## src/rtl/count_seq_monitor.sv

```systemverilog
// count_seq_monitor: watches an up/down counter, checks every step is +/-1 in the
// commanded direction, reports wraps and direction changes, and latches the first
// illegal step for debug.
module count_seq_monitor #(
  parameter int WIDTH  = 3,
  parameter int WRAP_W = 8
) (
  input  logic              clk,
  input  logic              rst,
  input  logic              mon_en,
  input  logic              updown_in,
  input  logic [WIDTH-1:0]  cnt_in,
  output logic              locked,
  output logic              wrap_up,
  output logic              wrap_dn,
  output logic              dir_chg,
  output logic [WRAP_W-1:0] wrap_cnt,
  output logic              step_err,
  output logic [WIDTH-1:0]  err_exp,
  output logic [WIDTH-1:0]  err_got
);

  typedef enum logic [1:0] {
    ST_SYNC  = 2'd0,
    ST_TRACK = 2'd1,
    ST_FAULT = 2'd2
  } state_t;

  // Value the counter must show one edge after `cur` when it was told `dir`.
  function automatic logic [WIDTH-1:0] step_val(input logic [WIDTH-1:0] cur,
                                                input logic             dir);
    step_val = dir ? cur + WIDTH'(1) : cur - WIDTH'(1);
  endfunction

  // Saturating increment: sticks at all-ones.
  function automatic logic [WRAP_W-1:0] sat_inc(input logic [WRAP_W-1:0] v);
    sat_inc = (&v) ? v : v + WRAP_W'(1);
  endfunction

  state_t              r_state;
  state_t              w_state_nxt;

  // Reference sample (previous accepted C/D); pure data, loaded only on acceptance.
  logic [WIDTH-1:0]    r_ref_cnt;
  logic                r_ref_dir;

  logic                r_locked;
  logic                r_wrap_up;
  logic                r_wrap_dn;
  logic                r_dir_chg;
  logic [WRAP_W-1:0]   r_wrap_cnt;
  logic                r_step_err;
  logic [WIDTH-1:0]    r_err_exp;
  logic [WIDTH-1:0]    r_err_got;

  logic [WIDTH-1:0]    w_exp;
  logic                w_match;
  logic                w_is_wrap_up;
  logic                w_is_wrap_dn;
  logic                w_dir_diff;

  logic                w_ref_ld;
  logic                w_locked_nxt;
  logic                w_wrap_up_nxt;
  logic                w_wrap_dn_nxt;
  logic                w_dir_chg_nxt;
  logic [WRAP_W-1:0]   w_wrap_cnt_nxt;
  logic                w_step_err_nxt;
  logic [WIDTH-1:0]    w_err_exp_nxt;
  logic [WIDTH-1:0]    w_err_got_nxt;

  assign w_exp        = step_val(r_ref_cnt, r_ref_dir);
  assign w_match      = (cnt_in == w_exp);
  // A wrap is decided by where the counter came from and which way it was told to go.
  assign w_is_wrap_up = r_ref_dir  && (&r_ref_cnt);
  assign w_is_wrap_dn = !r_ref_dir && (r_ref_cnt == '0);
  assign w_dir_diff   = (updown_in != r_ref_dir);

  // State register; rst always wins and forces a resync.
  always_ff @(posedge clk) begin
    if (rst) begin
      r_state <= ST_SYNC;
    end else begin
      r_state <= w_state_nxt;
    end
  end

  // Next-state: FAULT is only left through rst; disabling drops back to SYNC.
  always_comb begin
    w_state_nxt = r_state;
    case (r_state)
      ST_SYNC: begin
        if (mon_en) w_state_nxt = ST_TRACK;
      end
      ST_TRACK: begin
        if (!mon_en)      w_state_nxt = ST_SYNC;
        else if (!w_match) w_state_nxt = ST_FAULT;
      end
      ST_FAULT: begin
        w_state_nxt = ST_FAULT;
      end
      default: begin
        w_state_nxt = ST_SYNC;
      end
    endcase
  end

  // Next output values; pulses default low, counters and error capture hold.
  always_comb begin
    w_ref_ld       = 1'b0;
    w_locked_nxt   = 1'b0;
    w_wrap_up_nxt  = 1'b0;
    w_wrap_dn_nxt  = 1'b0;
    w_dir_chg_nxt  = 1'b0;
    w_wrap_cnt_nxt = r_wrap_cnt;
    w_step_err_nxt = r_step_err;
    w_err_exp_nxt  = r_err_exp;
    w_err_got_nxt  = r_err_got;
    case (r_state)
      ST_SYNC: begin
        if (mon_en) begin
          w_ref_ld     = 1'b1;
          w_locked_nxt = 1'b1;
        end
      end
      ST_TRACK: begin
        if (mon_en) begin
          if (w_match) begin
            w_ref_ld      = 1'b1;
            w_locked_nxt  = 1'b1;
            w_wrap_up_nxt = w_is_wrap_up;
            w_wrap_dn_nxt = w_is_wrap_dn;
            w_dir_chg_nxt = w_dir_diff;
            if (w_is_wrap_up || w_is_wrap_dn) w_wrap_cnt_nxt = sat_inc(r_wrap_cnt);
          end else begin
            // Mismatch beats any wrap decode; direction change is still reported.
            w_step_err_nxt = 1'b1;
            w_err_exp_nxt  = w_exp;
            w_err_got_nxt  = cnt_in;
            w_dir_chg_nxt  = w_dir_diff;
          end
        end
      end
      default: begin
      end
    endcase
  end

  // Output registers; every output clears on rst.
  always_ff @(posedge clk) begin
    if (rst) begin
      r_locked   <= 1'b0;
      r_wrap_up  <= 1'b0;
      r_wrap_dn  <= 1'b0;
      r_dir_chg  <= 1'b0;
      r_wrap_cnt <= '0;
      r_step_err <= 1'b0;
      r_err_exp  <= '0;
      r_err_got  <= '0;
    end else begin
      r_locked   <= w_locked_nxt;
      r_wrap_up  <= w_wrap_up_nxt;
      r_wrap_dn  <= w_wrap_dn_nxt;
      r_dir_chg  <= w_dir_chg_nxt;
      r_wrap_cnt <= w_wrap_cnt_nxt;
      r_step_err <= w_step_err_nxt;
      r_err_exp  <= w_err_exp_nxt;
      r_err_got  <= w_err_got_nxt;
    end
  end

  // Reference sample capture; only meaningful once locked, so it needs no reset.
  always_ff @(posedge clk) begin
    if (w_ref_ld && !rst) begin
      r_ref_cnt <= cnt_in;
      r_ref_dir <= updown_in;
    end
  end

  assign locked   = r_locked;
  assign wrap_up  = r_wrap_up;
  assign wrap_dn  = r_wrap_dn;
  assign dir_chg  = r_dir_chg;
  assign wrap_cnt = r_wrap_cnt;
  assign step_err = r_step_err;
  assign err_exp  = r_err_exp;
  assign err_got  = r_err_got;

endmodule

```

## config.mk

```make
export PLATFORM = sky130hd
export DESIGN_NAME = count_seq_monitor
export DESIGN_NICKNAME = d
export VERILOG_FILES = /design/src/rtl/count_seq_monitor.sv
export SDC_FILE = /design/constraint.sdc
export NUM_CORES = 1
export LEC_CHECK = 0
export ABC_AREA = 1
export CAP_MARGIN = 20
export CORE_ASPECT_RATIO = 1.4
export CORE_UTILIZATION = 41
export CTS_CLUSTER_DIAMETER = 120
export DETAILED_ROUTE_END_ITERATION = 16
export GPL_TIMING_DRIVEN = 0
export PLACE_DENSITY = 0.67
export SLEW_MARGIN = 20
export SYNTH_ARGS = -nofsm -noshare
export SYNTH_HDL_FRONTEND = slang
export SYNTH_SLANG_ARGS = --single-unit
```

## constraint.sdc

```tcl
create_clock -name clk -period 5.3 [get_ports clk]
set_input_delay 1.06 -clock clk [delete_from_list [all_inputs] [get_ports clk]]
set_output_delay 1.06 -clock clk [all_outputs]
set_load 0.01 [all_outputs]
```

==> flow_metrics.tcl <==
set metrics [dict create \
    grt_pass1_vias 1114 \
    synth_area_leaders "dfxtp_1 34%, edfxtp_1 9.7%, nand2_1 9.7%, nor2_1 7.6%, inv_1 6.6%" \
    grt_usage 0.1784 \
    syn_area_mm2 0.001242 \
    cts_tree "built" \
    syn2layout_area_growth_pct 25.88 \
    wl_per_cell_um 11.32 \
    crit_path_max_incr_delay_ns 0.52 \
    required_ns 5.22 \
    drive_gt1_frac 0.1000 \
    slew_viol_final 0 \
    post-route-drc-count 0 \
    synthSimpleGateAreaFrac 0.3726 \
    multi_input_area_um2 581.8 \
    tightest_slew_ns 0.4828 \
    final_cell_area_mm2 0.001564 \
    wirelength_um 2569 \
    critPathArrivalTime_ns 2.63 \
    power.density_mw_per_mm2 234.0 \
    rows 23 \
    initial_core_util 0.4317 \
    setup_tns_ns 0 \
    place_inst 223 \
    grt_pass1_wl_um 4505 \
    synth_top_family_by_area "simple AND/OR/NAND/NOR gates" \
    dp_hpwl_um 1976 \
    n_antenna_cell 0 \
    synthMuxAreaShare 0 \
    maxSlewHeadroom 0.6770 \
    synth_top_area_share 0.3384 \
    synth_seq_cells 25 \
    finalNonFillerCells 227 \
    ff_latch_area_um2 540.5 \
    clock.fmax_ghz 0.3694 \
    synthDistinctLibCells 22 \
    cts_setup_buffers 0 \
    nFillCells 293 \
    cp_cell_sequence "clkdlybuf4s50_1 -> xnor2_1 -> nor2_4 -> nand3_2 -> buf_6 -> a21oi_1" \
    vdd_drop_max_uv 178.6 \
    clk_path_buf_depth 2 \
    synthXorXnorAreaFrac 0.02115 \
    leakagePower_uw 0.0006240 \
    die_area_mm2 0.003258 \
    ios 26 \
    fin_nets 200 \
    clockRootBuffer "clkbuf_8" \
    fin_crit_sh 0.5107 \
    drt_iter0_markers 40 \
    gp_congestion 0.8094 \
    ys_seq_area_frac 0.4350 \
    syn_nets 172 \
    cp-end-kind "register" \
    grt_setup_unrepaired "false" \
    synth.avg_cell_area_um2 7.622 \
    cts_max_level 1 \
    hold_path_class "register to register" \
    final_hold_viol_count 0 \
    worstSetupPathType "primary input to register" \
    clkTransAtPathRegs_ns 0.09 \
    antenna_found_initial 0 \
    clk-insertion-delay-late_ns 0.27 \
    synth_adder_area_share 0.02618 \
    fin_ws_ns 2.593 \
    synth_top_cell_by_area "dfxtp_1" \
    post_cts_resize_count 0 \
    critical_path.slowest_cell "clkdlybuf4s50_1" \
    cts-buffers-inserted 3 \
    drv_cap 0 \
    fin_worst_skew_ns 0.004258 \
    status "finished clean" \
    viasPerCell 4.956 \
    drtAntennaViolNets 0 \
    grt_max_degree 14 \
    synth_cells 163 \
    dp_worst_setup_slack_ns 2.301 \
    fin_util 0.5435 \
    first_pass_iters 4 \
    grt_overflow 0 \
    post_dp_cell_area_mm2 0.001519 \
    cp_max_fo 10 \
    vias 1125 \
    synth_compound_gate_area_share 0.04834 \
    startpoint_type "primary input" \
    ctsHoldBuffers 0 \
    cts.sinks 25 \
    yosys_warnings 0 \
    finalSetupViolations 0 \
    port_buffers 23 \
    die_w_um 48.53 \
    period_needed_ns 2.707 \
    core_mm2 0.002878 \
    die_h_um 67.14 \
]
-- power by group --
part | switching, uW | total [uW] | internal [uW] | leakage, uW
logic | 30.8 | 52.2 | 21.5 | 0.000394
registers | 4.25 | 203 | 198 | 0.000207
clock network | 57.6 | 111 | 53.7 | 0.0000228
total | 92.6 | 366 | 273 | 0.000624
-- flip-flops by register name, summed over array words and instances (netlist names) --
name,cells
wrap_cnt,8
r_ref_cnt,3
locked,1
err_exp,3
wrap_dn,1
wrap_up,1
err_got,3
r_ref_dir,1
dir_chg,1
step_err,1
r_state,2
-- cells by family after synthesis --
family          Yosys count
compound gates           12
buf+inv                  27
simple gates             94
fa+ha+maj                 2
xor+xnor                  3
flops                    25
-- layout make-up --
| cell class | instances | area share |
|---|---|---|
| Buffer | 3 | 0.01920 |
| Clock buffer | 4 | 0.02880 |
| Inverter | 24 | 0.05760 |
| Multi-Input combinational cell | 111 | 0.3720 |
| Sequential cell | 25 | 0.3456 |
| Tap cell | 37 | 0.02960 |
| Timing Repair Buffer | 23 | 0.1472 |
-- worst paths after layout --
check	start	end	slack, ns	cells past startpoint
worst max-delay path	cnt_in[0]	r_ref_cnt[1]	2.59	6
worst min-delay path	step_err	step_err	0.46	2
worst max register to register	r_ref_cnt[0]	r_ref_cnt[1]	2.83	7
worst min register to register	step_err	step_err	0.46	2
-- through the flow --
stage | hold slack (ns) | total power [uW]
global placement | 0.4404 | 258.0
global route | 0.4832 | 382.7
floorplan | 0.4707 | 241.8
detailed placement | 0.4445 | 259.1
finish | 0.4566 | 366.0
CTS | 0.4603 | 369.9
-- cell usage after synthesis --
cell and count:
nand3_4 1, nand4_1 12, edfxtp_1 4, o21ai_0 2, inv_2 1, nand2_4 1, ha_1 1, a21oi_1 10
nand3_2 2, dfxtp_1 21, fa_1 1, nand2_1 32, nor2_1 25, nand2_2 6, nor3_1 4, nand3_1 9
nor2_4 2, inv_1 22, buf_4 1, xnor2_1 3, buf_6 2, clkinv_1 1
-- cell usage in the layout (no fill, tap or decap), drive strengths merged, types with 3 or more instances in the layout --
cell type      instances
edfxtp                 4
xnor2                  3
nand3                 12
nand4                 12
nand2                 39
nor2                  27
inv                   23
nor3                   4
dfxtp                 21
clkdlybuf4s50         23
a21oi                 10
clkbuf                 4
buf                    3
-- critical path: cells and delay by family --
family | cells | cell delay (ns)
xor gates and xnor gates | 1 | 0.13
buffers and inverters | 2 | 0.69
and+or+nand+nor | 2 | 0.36
AOI/OAI and AO/OA | 1 | 0.37
-- metal layers --
metal / up-vias / wire length [um] / GRT usage
met4: 0 / 41 / 0.07721
met1: 519 / 1073 / 0.1752
met2: 22 / 1365 / 0.3662
met3: 4 / 88 / 0.02928
met5: - / 0 / 0
li1: 580 / - / -
Power figures use the tool's default switching activity.
